### src/rtl/multi_pkg.sv
`default_nettype none
// multi_pkg: shared types and defaults for the multi-cycle datapath front end.
// Revision: 1.0
package multi_pkg;

  typedef enum logic [1:0] {
    IDLE = 2'd0,
    WAIT = 2'd1,
    HOLD = 2'd2
  } multi_issue_state_t;

  localparam int MULTI_WIDTH   = 64;
  localparam int MULTI_TIMEOUT = 255;

endpackage
`default_nettype wire

### src/rtl/multi_issue_watchdog.sv
`default_nettype none
// multi_issue_watchdog: counts WAIT cycles from the start cycle and flags expiry
// once TIMEOUT cycles have elapsed without completion. Revision: 1.0
module multi_issue_watchdog
  import multi_pkg::*;
#(
  parameter int TIMEOUT = MULTI_TIMEOUT
) (
  input  logic clock,
  input  logic reset,
  input  logic run,
  output logic expired
);

  localparam int CW = (TIMEOUT < 2) ? 1 : $clog2(TIMEOUT + 1);
  localparam logic [CW-1:0] LIMIT = CW'(TIMEOUT - 1);

  logic [CW-1:0] count;

  // The counter reads 0 in the start cycle, so expiry lands in the TIMEOUT-th WAIT cycle.
  always_ff @(posedge clock) begin
    if (reset || !run) begin
      count <= '0;
    end else if (count != LIMIT) begin
      count <= count + 1'b1;
    end
  end

  assign expired = run && (count == LIMIT);

endmodule
`default_nettype wire

### src/rtl/multi_issue_adapter.sv
`default_nettype none
// multi_issue_adapter: valid/ready front end for a start/done multi-cycle datapath.
// Optional timeout watchdog: define MULTI_ISSUE_WATCHDOG_EN. Revision: 1.0
module multi_issue_adapter
  import multi_pkg::*;
#(
  parameter int WIDTH   = MULTI_WIDTH,
  parameter int TIMEOUT = MULTI_TIMEOUT
) (
  input  logic             clock,
  input  logic             reset,
  input  logic             in_valid,
  output logic             in_ready,
  input  logic [WIDTH-1:0] in_data,
  output logic             start,
  output logic [WIDTH-1:0] inp,
  input  logic             done,
  input  logic [WIDTH-1:0] out,
  output logic             out_valid,
  input  logic             out_ready,
  output logic [WIDTH-1:0] out_data,
  output logic             busy,
  output logic             err
);

  multi_issue_state_t state;

  logic accept;
  logic capture;
  logic expire;

  assign in_ready = !reset && ((state == IDLE) || ((state == HOLD) && out_ready));
  assign accept   = in_valid && in_ready;
  // start is high exactly in the first WAIT cycle, where done cannot be genuine.
  assign capture  = (state == WAIT) && !start && done;

`ifdef MULTI_ISSUE_WATCHDOG_EN
  logic waiting;
  assign waiting = (state == WAIT);

  multi_issue_watchdog #(
    .TIMEOUT(TIMEOUT)
  ) u_watchdog (
    .clock  (clock),
    .reset  (reset),
    .run    (waiting),
    .expired(expire)
  );

  always_ff @(posedge clock) begin
    if (reset) begin
      err <= 1'b0;
    end else if (expire && !capture) begin
      err <= 1'b1;
    end
  end
`else
  logic unused_timeout;
  assign unused_timeout = (TIMEOUT > 0);
  assign expire = 1'b0;
  assign err    = 1'b0;
`endif

  always_ff @(posedge clock) begin
    if (reset) begin
      state     <= IDLE;
      start     <= 1'b0;
      busy      <= 1'b0;
      out_valid <= 1'b0;
      inp       <= '0;
      out_data  <= '0;
    end else begin
      start <= 1'b0;
      case (state)
        IDLE: begin
          if (accept) begin
            inp   <= in_data;
            start <= 1'b1;
            busy  <= 1'b1;
            state <= WAIT;
          end
        end
        WAIT: begin
          if (capture) begin
            out_data  <= out;
            busy      <= 1'b0;
            out_valid <= 1'b1;
            state     <= HOLD;
          end else if (expire) begin
            out_data  <= '1;
            busy      <= 1'b0;
            out_valid <= 1'b1;
            state     <= HOLD;
          end
        end
        HOLD: begin
          if (out_ready) begin
            out_valid <= 1'b0;
            if (accept) begin
              inp   <= in_data;
              start <= 1'b1;
              busy  <= 1'b1;
              state <= WAIT;
            end else begin
              state <= IDLE;
            end
          end
        end
        default: begin
          busy      <= 1'b0;
          out_valid <= 1'b0;
          state     <= IDLE;
        end
      endcase
    end
  end

endmodule
`default_nettype wire

### config.mk
export PLATFORM = sky130hd
export DESIGN_NAME = multi_issue_adapter
export DESIGN_NICKNAME = d
export VERILOG_FILES = /design/src/rtl/multi_pkg.sv /design/src/rtl/multi_issue_watchdog.sv /design/src/rtl/multi_issue_adapter.sv
export SDC_FILE = /design/constraint.sdc
export NUM_CORES = 1
export LEC_CHECK = 0
export ABC_AREA = 0
export CORE_MARGIN = 5
export CORE_UTILIZATION = 43
export CTS_BUF_LIST = sky130_fd_sc_hd__clkbuf_8
export CTS_CLUSTER_SIZE = 28
export DETAILED_ROUTE_END_ITERATION = 7
export PLACE_DENSITY = 0.95
export RECOVER_POWER = 25
export SYNTH_ARGS = -nofsm -noshare
export SYNTH_HDL_FRONTEND = slang
export SYNTH_SLANG_ARGS = --single-unit
### constraint.sdc
create_clock -name clock -period 4 [get_ports clock]
set_input_delay 0.6 -clock clock [delete_from_list [all_inputs] [get_ports clock]]
set_output_delay 0.6 -clock clock [all_outputs]
set_load 0.05 [all_outputs]
==> results of run 1 <==
## per-layer routing
metal	vias to the layer above	track usage [%]
met5	-	0
met2	218	35.19
met1	1994	21.40
li1	2165	-
met4	0	6.804
met3	18	9.614
## cells in the final DEF, fill, tap and decap left out, types with 3 or more instances in the layout
cell type	n
a21oi_1	66
buf_4	4
clkbuf_8	19
clkdlybuf4s50_1	261
clkinvlp_4	4
dfxtp_1	133
inv_1	3
inv_6	4
mux2_1	38
mux2_2	26
nand2_1	128
nor2b_1	65
## power by group through the flow
stage / clock [mW] / combinational, mW / sequential (mW)
detailed placement: 0 / 0.798 / 1.48
global placement: 0 / 0.783 / 1.48
floorplan: 0 / 0.178 / 1.77
CTS: 1.10 / 0.802 / 1.45
finish: 1.06 / 0.794 / 1.45
global route: 1.16 / 0.834 / 1.46
## registers in the layout, summed over array words and instances, names as in the netlist
register / cells
state: 2
start: 1
busy: 1
inp: 64
out_data: 64
out_valid: 1
## kinds of logic (layout without fill, tap and decap cells)
family	Yosys count	in the layout	synth area share, %
other	1	1	0.07630
and+or+nand+nor	198	198	18.81
muxes	64	64	14.66
DFF	133	133	54.18
AOI/OAI and AO/OA	72	72	7.739
buffers and inverters	41	306	4.532
## path summary, 6_finish.rpt
path | start | end | slack (ns) | depth (start not counted)
setup / recovery | reset | in_ready | 0.82 | 3
setup reg to reg | state[0] | out_data[26] | 1.51 | 4
hold reg to reg | out_data[48] | out_data[48] | 0.46 | 2
hold / removal | out_data[48] | out_data[48] | 0.46 | 2
## metrics by stage
stage | hold WS, ns | utilization, % | instance area [um2] | setup WS, ns
finish | 0.4565 | 70.44 | 7974 | 0.8150
floorplan | 0.5408 | - | 4915 | 1.134
global route | 0.4725 | 70.44 | 7974 | 0.7077
detailed placement | 0.4477 | 67.09 | 7595 | 1.005
global placement | 0.4408 | 67.09 | 7595 | 1.038
CTS | 0.4581 | 70.48 | 7979 | 1.005
## critical path: stages
cell	delay, ns
clkbuf_2	0.59
a211oi_1	0.48
clkdlybuf4s50_1	0.90
## final cells by class
cell class	instances	area, um2	area share [%]
inverters	5	18.77	0.2354
flip-flops and latches	133	2663	33.39
multi-input cells	335	2057	25.80
clock inverters	13	122.6	1.538
repair buffers	269	2673	33.52
clock buffers	19	261.5	3.279
well taps	143	178.9	2.244
==> impl_metrics.toml, run 1 <==
[run_status]
status = "finished, violations left"
violations = "capacitance limit, slew limit"

[route]
dr.first_iter.drc_count = 346
met1_length_um = 5268
wl_met2_um = 7078
vias = 4395
first_pass_iters = 5
met3_length_um = 1893
avgViaCountPerCell = 4.793
routed_wl_um = 14500
highest_layer = "met4"
detail-route-antenna-nets = 0
wl_per_cell_um = 15.81
drc = 0

[clocking]
ctsHtreeMaxLevel = 4
cts_setup_buffers = 0
cts_tree = "yes"
clock-sinks = 133
cts.hold.buffers_added = 0
clk_pin_slew_ns = 0.07
cts_buffers = 17
clk_latency_ns = 0.41
post_cts_resized = 0
cts_root_buf = "clkbuf_8"
cts_max_path_buffers = 2

[power_and_ir_drop]
internal_power_mw = 2.275
p_sw_share_pct = 31.29
report.power.total_mw = 3.310
seqPwrFrac_pct = 43.9
vdd_ir_drop_max_v = 0.0002498
p_switching_mw = 1.036
powerDensity_nw_per_um2 = 415.2
clkPwrFrac_pct = 32.1
p_leak_nw = 3.015
comb_power_share_pct = 24.0

[floorplanning]
ios = 266
die_h_um = 116.9
fp-row-count = 39
dieArea_um2 = 13670
dieWidth_um = 116.9
initial_utilization_pct = 43.41
core_area_um2 = 11320

[critical_path]
setup.worst_path.end_class = "output port"
cp_max_fo = 61
critPathRequiredTime_ns = 3.40
cp-start-kind = "input port"
critPathKind = "input port to output port"
cp.arrival_ns = 2.58

[worst_hold_path]
hold_path.class = "flop to flop"

[synthesis]
synth_cells = 509
synthArstFlopShare_pct = 0
netlist.area_leader.share_pct = 54.18
synth_cell_types = 23
syn_area_per_cell_um2 = 9.656
synth_top_cells_by_count = "133 x dfxtp_1, 128 x nand2_1, 66 x a21oi_1"
ys_seq_elements = 133
synthTopCellsByArea = "dfxtp_1 54%, nand2_1 9.8%, mux2_1 8.7%"
synth-seq-area-share_pct = 54.18
synth_edf_count = 0
yosysMostFrequentCell = "dfxtp_1"
synth_area_leader_cell = "dfxtp_1"
ys_warn_count = 0
synth_ff_type = "dfxtp_1"
syn_area_um2 = 4915
synth_nets = 642

[placed_design]
io_buffers = 264
dp_hpwl_um = 11010
gp_congestion = 0.8131
place_inst = 885

[global_route]
gr-total-overflow = 0
grt_usage_pct = 20.17
grt_pass1_wl_um = 21710
grt_max_degree = 74
grt_pass1_vias = 4489
antenna_found_initial = 0

[finish]
area_growth_pct = 62.25
drive_gt1_share_pct = 8.786
post_layout_nonfiller_instances = 917
layout.nets = 894
num_antenna_cells = 0
fillers = 772

[timing]
setup_tns_ns = 0
worst_slew_pin_slew_ns = 1.543
slew_headroom_pct = -2.896
finalClockSkew_ns = 0.01030
hold_viol_final = 0
clock.fmax_mhz = 314.0
setup_violations = 0
rsz0062_at_grt = "false"
period_needed_ns = 3.185
fin_crit_sh_pct = 79.62
drv_slew = 47

[job]
maxCapViolations = 1
(Power assumes the default switching activity.)
==> run 2: changes to the inputs <==
- CORE_UTILIZATION: 43 -> 40
- PLACE_DENSITY: 0.95 -> 0.94
- clock period: 4 -> 3.1 ns (I/O delays scaled with it)
==> impl_metrics.toml, run 2 (synthesis gave the netlist of run 1 again) <==
[global_route]
gr-total-overflow = 0
grt_pass1_wl_um = 21820
grt_pass1_vias = 4462
grt_usage_pct = 18.98
antenna_found_initial = 0
grt_max_degree = 68

[timing]
slew_headroom_pct = 12.27
rsz0062_at_grt = "false"
hold_viol_final = 0
worst_slew_pin_slew_ns = 1.316
period_needed_ns = 2.388
drv_slew = 0
setup_violations = 0
finalClockSkew_ns = 0.008795
setup_tns_ns = 0
worst_hold_slack_ns = 0.4210
fin_crit_sh_pct = 77.03
clock.fmax_mhz = 418.8

[route]
routed_wl_um = 14400
dr.first_iter.drc_count = 209
drc = 0
vias = 4375
first_pass_iters = 4
wl_per_cell_um = 15.62
avgViaCountPerCell = 4.745
detail-route-antenna-nets = 0

[clocking]
cts.hold.buffers_added = 0
cts_root_buf = "clkbuf_8"
cts_max_path_buffers = 2
ctsHtreeMaxLevel = 4
clk_pin_slew_ns = 0.08
cts_tree = "yes"
clock-sinks = 133
cts_setup_buffers = 0
clk_latency_ns = 0.42
cts_buffers = 17
post_cts_resized = 0

[critical_path]
crit_path_end = "inp[2]"
cp.arrival_ns = 2.70
r2r_slack_ns = 0.71
cp-start-kind = "flop"
regToRegStartpoint = "state[1]"
critPathRequiredTime_ns = 3.41
timing.rr.end = "inp[2]"
cp_slowest_cell = "clkbuf_2"
path_cells = "inv_1 > o2111ai_1 > clkbuf_2 > mux2_2"
crit_path_start = "state[1]"
critPathKind = "flop to flop"
reg2regPathDepth = 4
slowest_delay_ns = 1.00
cp_max_fo = 52
setup.worst_path.end_class = "flop"

[floorplanning]
initial_utilization_pct = 40.92
core_area_um2 = 12010
dieWidth_um = 120.8
ios = 266
die_h_um = 120.8
dieArea_um2 = 14600
fp-row-count = 40

[finish]
top_regs = "inp (64), out_data (64), state (2)"
utilization_pct = 67.25
area_growth_pct = 64.36
final_cell_mix = "261 x clkdlybuf4s50_1, 133 x dfxtp_1, 128 x nand2_1"
num_antenna_cells = 0
final_area_um2 = 8078
final_common_cell = "clkdlybuf4s50_1"
layout.nets = 895
drive_gt1_share_pct = 8.774

[power_and_ir_drop]
p_sw_share_pct = 27.56
clkPwrFrac_pct = 38.6
report.power.total_mw = 4.708
p_leak_nw = 3.085
vdd_ir_drop_max_v = 0.0003674
powerDensity_nw_per_um2 = 582.8
comb_power_share_pct = 21.6
p_switching_mw = 1.298
seqPwrFrac_pct = 39.8
internal_power_mw = 3.410

[worst_hold_path]
hold_path.class = "input port to flop"
min-delay-start = "reset"

[placed_design]
dp_hpwl_um = 10690
io_buffers = 264
place_area_um2 = 7619
gp_congestion = 0.7447

[job]
maxCapViolations = 0

[run_status]
status = "completed"
==> run 2: cell count changes in the layout (fill, tap and decap cells not counted), sizes merged <==
| cell | before | now |
|---|---|---|
| clkinv | 4 | 6 |
| dlygate4sd3 | 2 | 1 |
| clkinvlp | 4 | 0 |
| inv | 9 | 5 |
| clkbuf | 21 | 23 |
| bufinv | 1 | 7 |
==> run 2: through the flow <==
| stage | setup WS, ns | instances |
|---|---|---|
| floorplan | 0.5039 | 509 |
| global placement | 0.9578 | 890 |
| detailed placement | 0.9422 | 890 |
| CTS | 0.9398 | 922 |
| global route | 0.5466 | 922 |
| finish | 0.7121 | 922 |
==> run 2: per-layer routing <==
metal | track usage (%) | up-vias | share of wire [%]
met5 | 0 | - | 0
met4 | 6.870 | 0 | 2.0
met3 | 10.80 | 24 | 13
met2 | 32.68 | 208 | 49
met1 | 19.07 | 1986 | 37
li1 | - | 2157 | -
==> run 2: layout make-up <==
cell class,count,area [um2]
clock inverters,13,251.5
repair buffers,270,2671
fillers,901,3934
well taps,147,183.9
flip-flops and latches,133,2663
multi-input cells,335,2028
inverters,5,18.77
clock buffers,19,261.5
==> run 2: critical path: cells and delay by family, from the launching register on <==
kind / cells / cell delay, ns
AOI/OAI and AO/OA: 1 / 0.25
buffers and inverters: 2 / 1.12
DFF: 1 / 0.44
muxes: 1 / 0.43
==> run 2: worst min-delay path by stage <==
stage | endpoint | cells after the start | slack, ns
6_report | state[0] | 3 | 0.42
3_3_place_gp | out_data[22] | 2 | 0.44
2_1_floorplan | state[1] | 2 | 0.54
4_1_cts | state[0] | 3 | 0.40
3_5_place_dp | out_data[61] | 2 | 0.45
5_1_grt | state[0] | 3 | 0.39
==> run 2: power groups by stage <==
stage | clock, mW | sequential [mW] | combinational (mW)
2_1_floorplan | 0 | 2.28 | 0.229
3_3_place_gp | 0 | 1.90 | 1.02
3_5_place_dp | 0 | 1.91 | 1.03
4_1_cts | 1.87 | 1.87 | 1.04
5_1_grt | 1.95 | 1.89 | 1.07
6_report | 1.82 | 1.87 | 1.02
==> run 3: changes to the inputs <==
- CORE_UTILIZATION: 40 -> 36
- PLACE_DENSITY: 0.94 -> 0.9
- clock period: 3.1 -> 2 ns (I/O delays scaled with it)
==> impl_metrics.toml, run 3 (synthesis gave the netlist of run 1 again) <==
[timing]
slew_headroom_pct = 54.43
clock.fmax_mhz = 520.3
hold_viol_final = 0
worst_slew_pin_slew_ns = 0.6836
period_needed_ns = 1.922
setup_tns_ns = 0
setup_violations = 0
drv_slew = 0
finalClockSkew_ns = 0.009216
fin_crit_sh_pct = 96.09
rsz0062_at_grt = "false"

[critical_path]
critPathKind = "flop to output port"
cp.arrival_ns = 1.62
setup.worst_path.end_class = "output port"
critPathRequiredTime_ns = 1.70
slowest_delay_ns = 0.82
cp-start-kind = "flop"
cp_max_fo = 2
cp_top_family = "buffers and inverters"
cp_slowest_cell = "clkdlybuf4s50_1"
path_cells = "clkdlybuf4s50_1"
path_buf_inv = 1

[clocking]
clock-sinks = 133
cts_setup_buffers = 0
cts_tree = "yes"
clk_pin_slew_ns = 0.08
cts_root_buf = "clkbuf_8"
cts.hold.buffers_added = 0
ctsHtreeMaxLevel = 4
cts_buffers = 17
cts_max_path_buffers = 2
clk_latency_ns = 0.43
post_cts_resized = 0

[power_and_ir_drop]
comb_power_share_pct = 23.7
clkPwrFrac_pct = 33.2
vdd_ir_drop_max_v = 0.0005106
p_leak_nw = 3.095
p_switching_mw = 2.034
powerDensity_nw_per_um2 = 832.1
seqPwrFrac_pct = 43.1
p_sw_share_pct = 30.22
report.power.total_mw = 6.731
internal_power_mw = 4.697

[placed_design]
dp_hpwl_um = 10770
gp_congestion = 0.8059
io_buffers = 264

[global_route]
antenna_found_initial = 0
grt_max_degree = 89
gr-total-overflow = 0
grt_pass1_vias = 4387
grt_usage_pct = 17.42
grt_pass1_wl_um = 22070

[route]
vias = 4364
dr.first_iter.drc_count = 112
drc = 0
wl_per_cell_um = 15.11
routed_wl_um = 14410
detail-route-antenna-nets = 0
avgViaCountPerCell = 4.574
first_pass_iters = 6

[finish]
area_growth_pct = 64.59
drive_gt1_share_pct = 9.254
final_cell_mix = "258 x clkdlybuf4s50_1, 133 x dfxtp_1, 128 x nand2_1"
top_regs = "inp (64), out_data (64), state (2)"
final_common_cell = "clkdlybuf4s50_1"
num_antenna_cells = 0
layout.nets = 898

[floorplanning]
dieArea_um2 = 16090
fp-row-count = 42
dieWidth_um = 126.8
ios = 266
die_h_um = 126.8
core_area_um2 = 13300
initial_utilization_pct = 36.97

[run_status]
status = "completed"

[worst_hold_path]
hold_path.class = "input port to flop"

[job]
maxCapViolations = 0
[run 3: cell count changes in the layout (fill, tap and decap cells not counted), moves of 3 or more]
cell and change:
buf_12 +3, dlymetal6s2s_1 +3, clkbuf_2 -3, clkdlybuf4s50_1 -3, clkbuf_1 +3, bufinv_16 -5, clkinvlp_4 +3
[run 3: cell type report]
type | count | area [um2]
multi-input cells | 335 | 2051
well taps | 176 | 220.2
inverters | 5 | 18.77
fillers | 1100 | 5206
clock buffers | 20 | 275.3
repair buffers | 273 | 2733
flip-flops and latches | 133 | 2663
clock inverters | 12 | 128.9
[run 3: through the flow]
step / hold slack [ns] / std cells / cell area [um2] / setup slack, ns / util [%]
5_1_grt: 0.2460 / 954 / 8089 / 0.0008596 / 60.84
4_1_cts: 0.2523 / 954 / 8109 / 0.005284 / 60.99
3_5_place_dp: 0.4459 / 922 / 7705 / 0.1250 / 57.95
6_report: 0.2910 / 954 / 8089 / 0.07811 / 60.84
2_1_floorplan: 0.4247 / 509 / 4920 / 0.2147 / -
3_3_place_gp: 0.4405 / 922 / 7705 / 0.1587 / 57.95
[run 3: metal layers]
layer  vias up  wire length (um)  GRT usage (%)
met5         -                 0              0
li1       2166                 -              -
met2       211              6544          28.21
met4         0               389          7.823
met3        27              2034          11.06
met1      1960              5445          17.75
[run 3: path summary, 6_finish.rpt]
check	slack, ns	end	cells after the start	startpoint
min	0.29	state[0]	3	reset
max	0.08	inp[63]	1	inp[63]
min reg2reg	0.45	out_data[8]	2	out_data[8]
max reg2reg	0.17	inp[55]	4	state[1]
[run 3: power groups by stage]
| stage | Clock, mW | Sequential [mW] | Combinational, mW |
|---|---|---|---|
| floorplan | 0 | 3.53 | 0.356 |
| global placement | 0 | 2.95 | 1.60 |
| detailed placement | 0 | 2.96 | 1.61 |
| CTS | 2.33 | 2.90 | 1.62 |
| global route | 2.43 | 2.92 | 1.67 |
| finish | 2.24 | 2.90 | 1.59 |
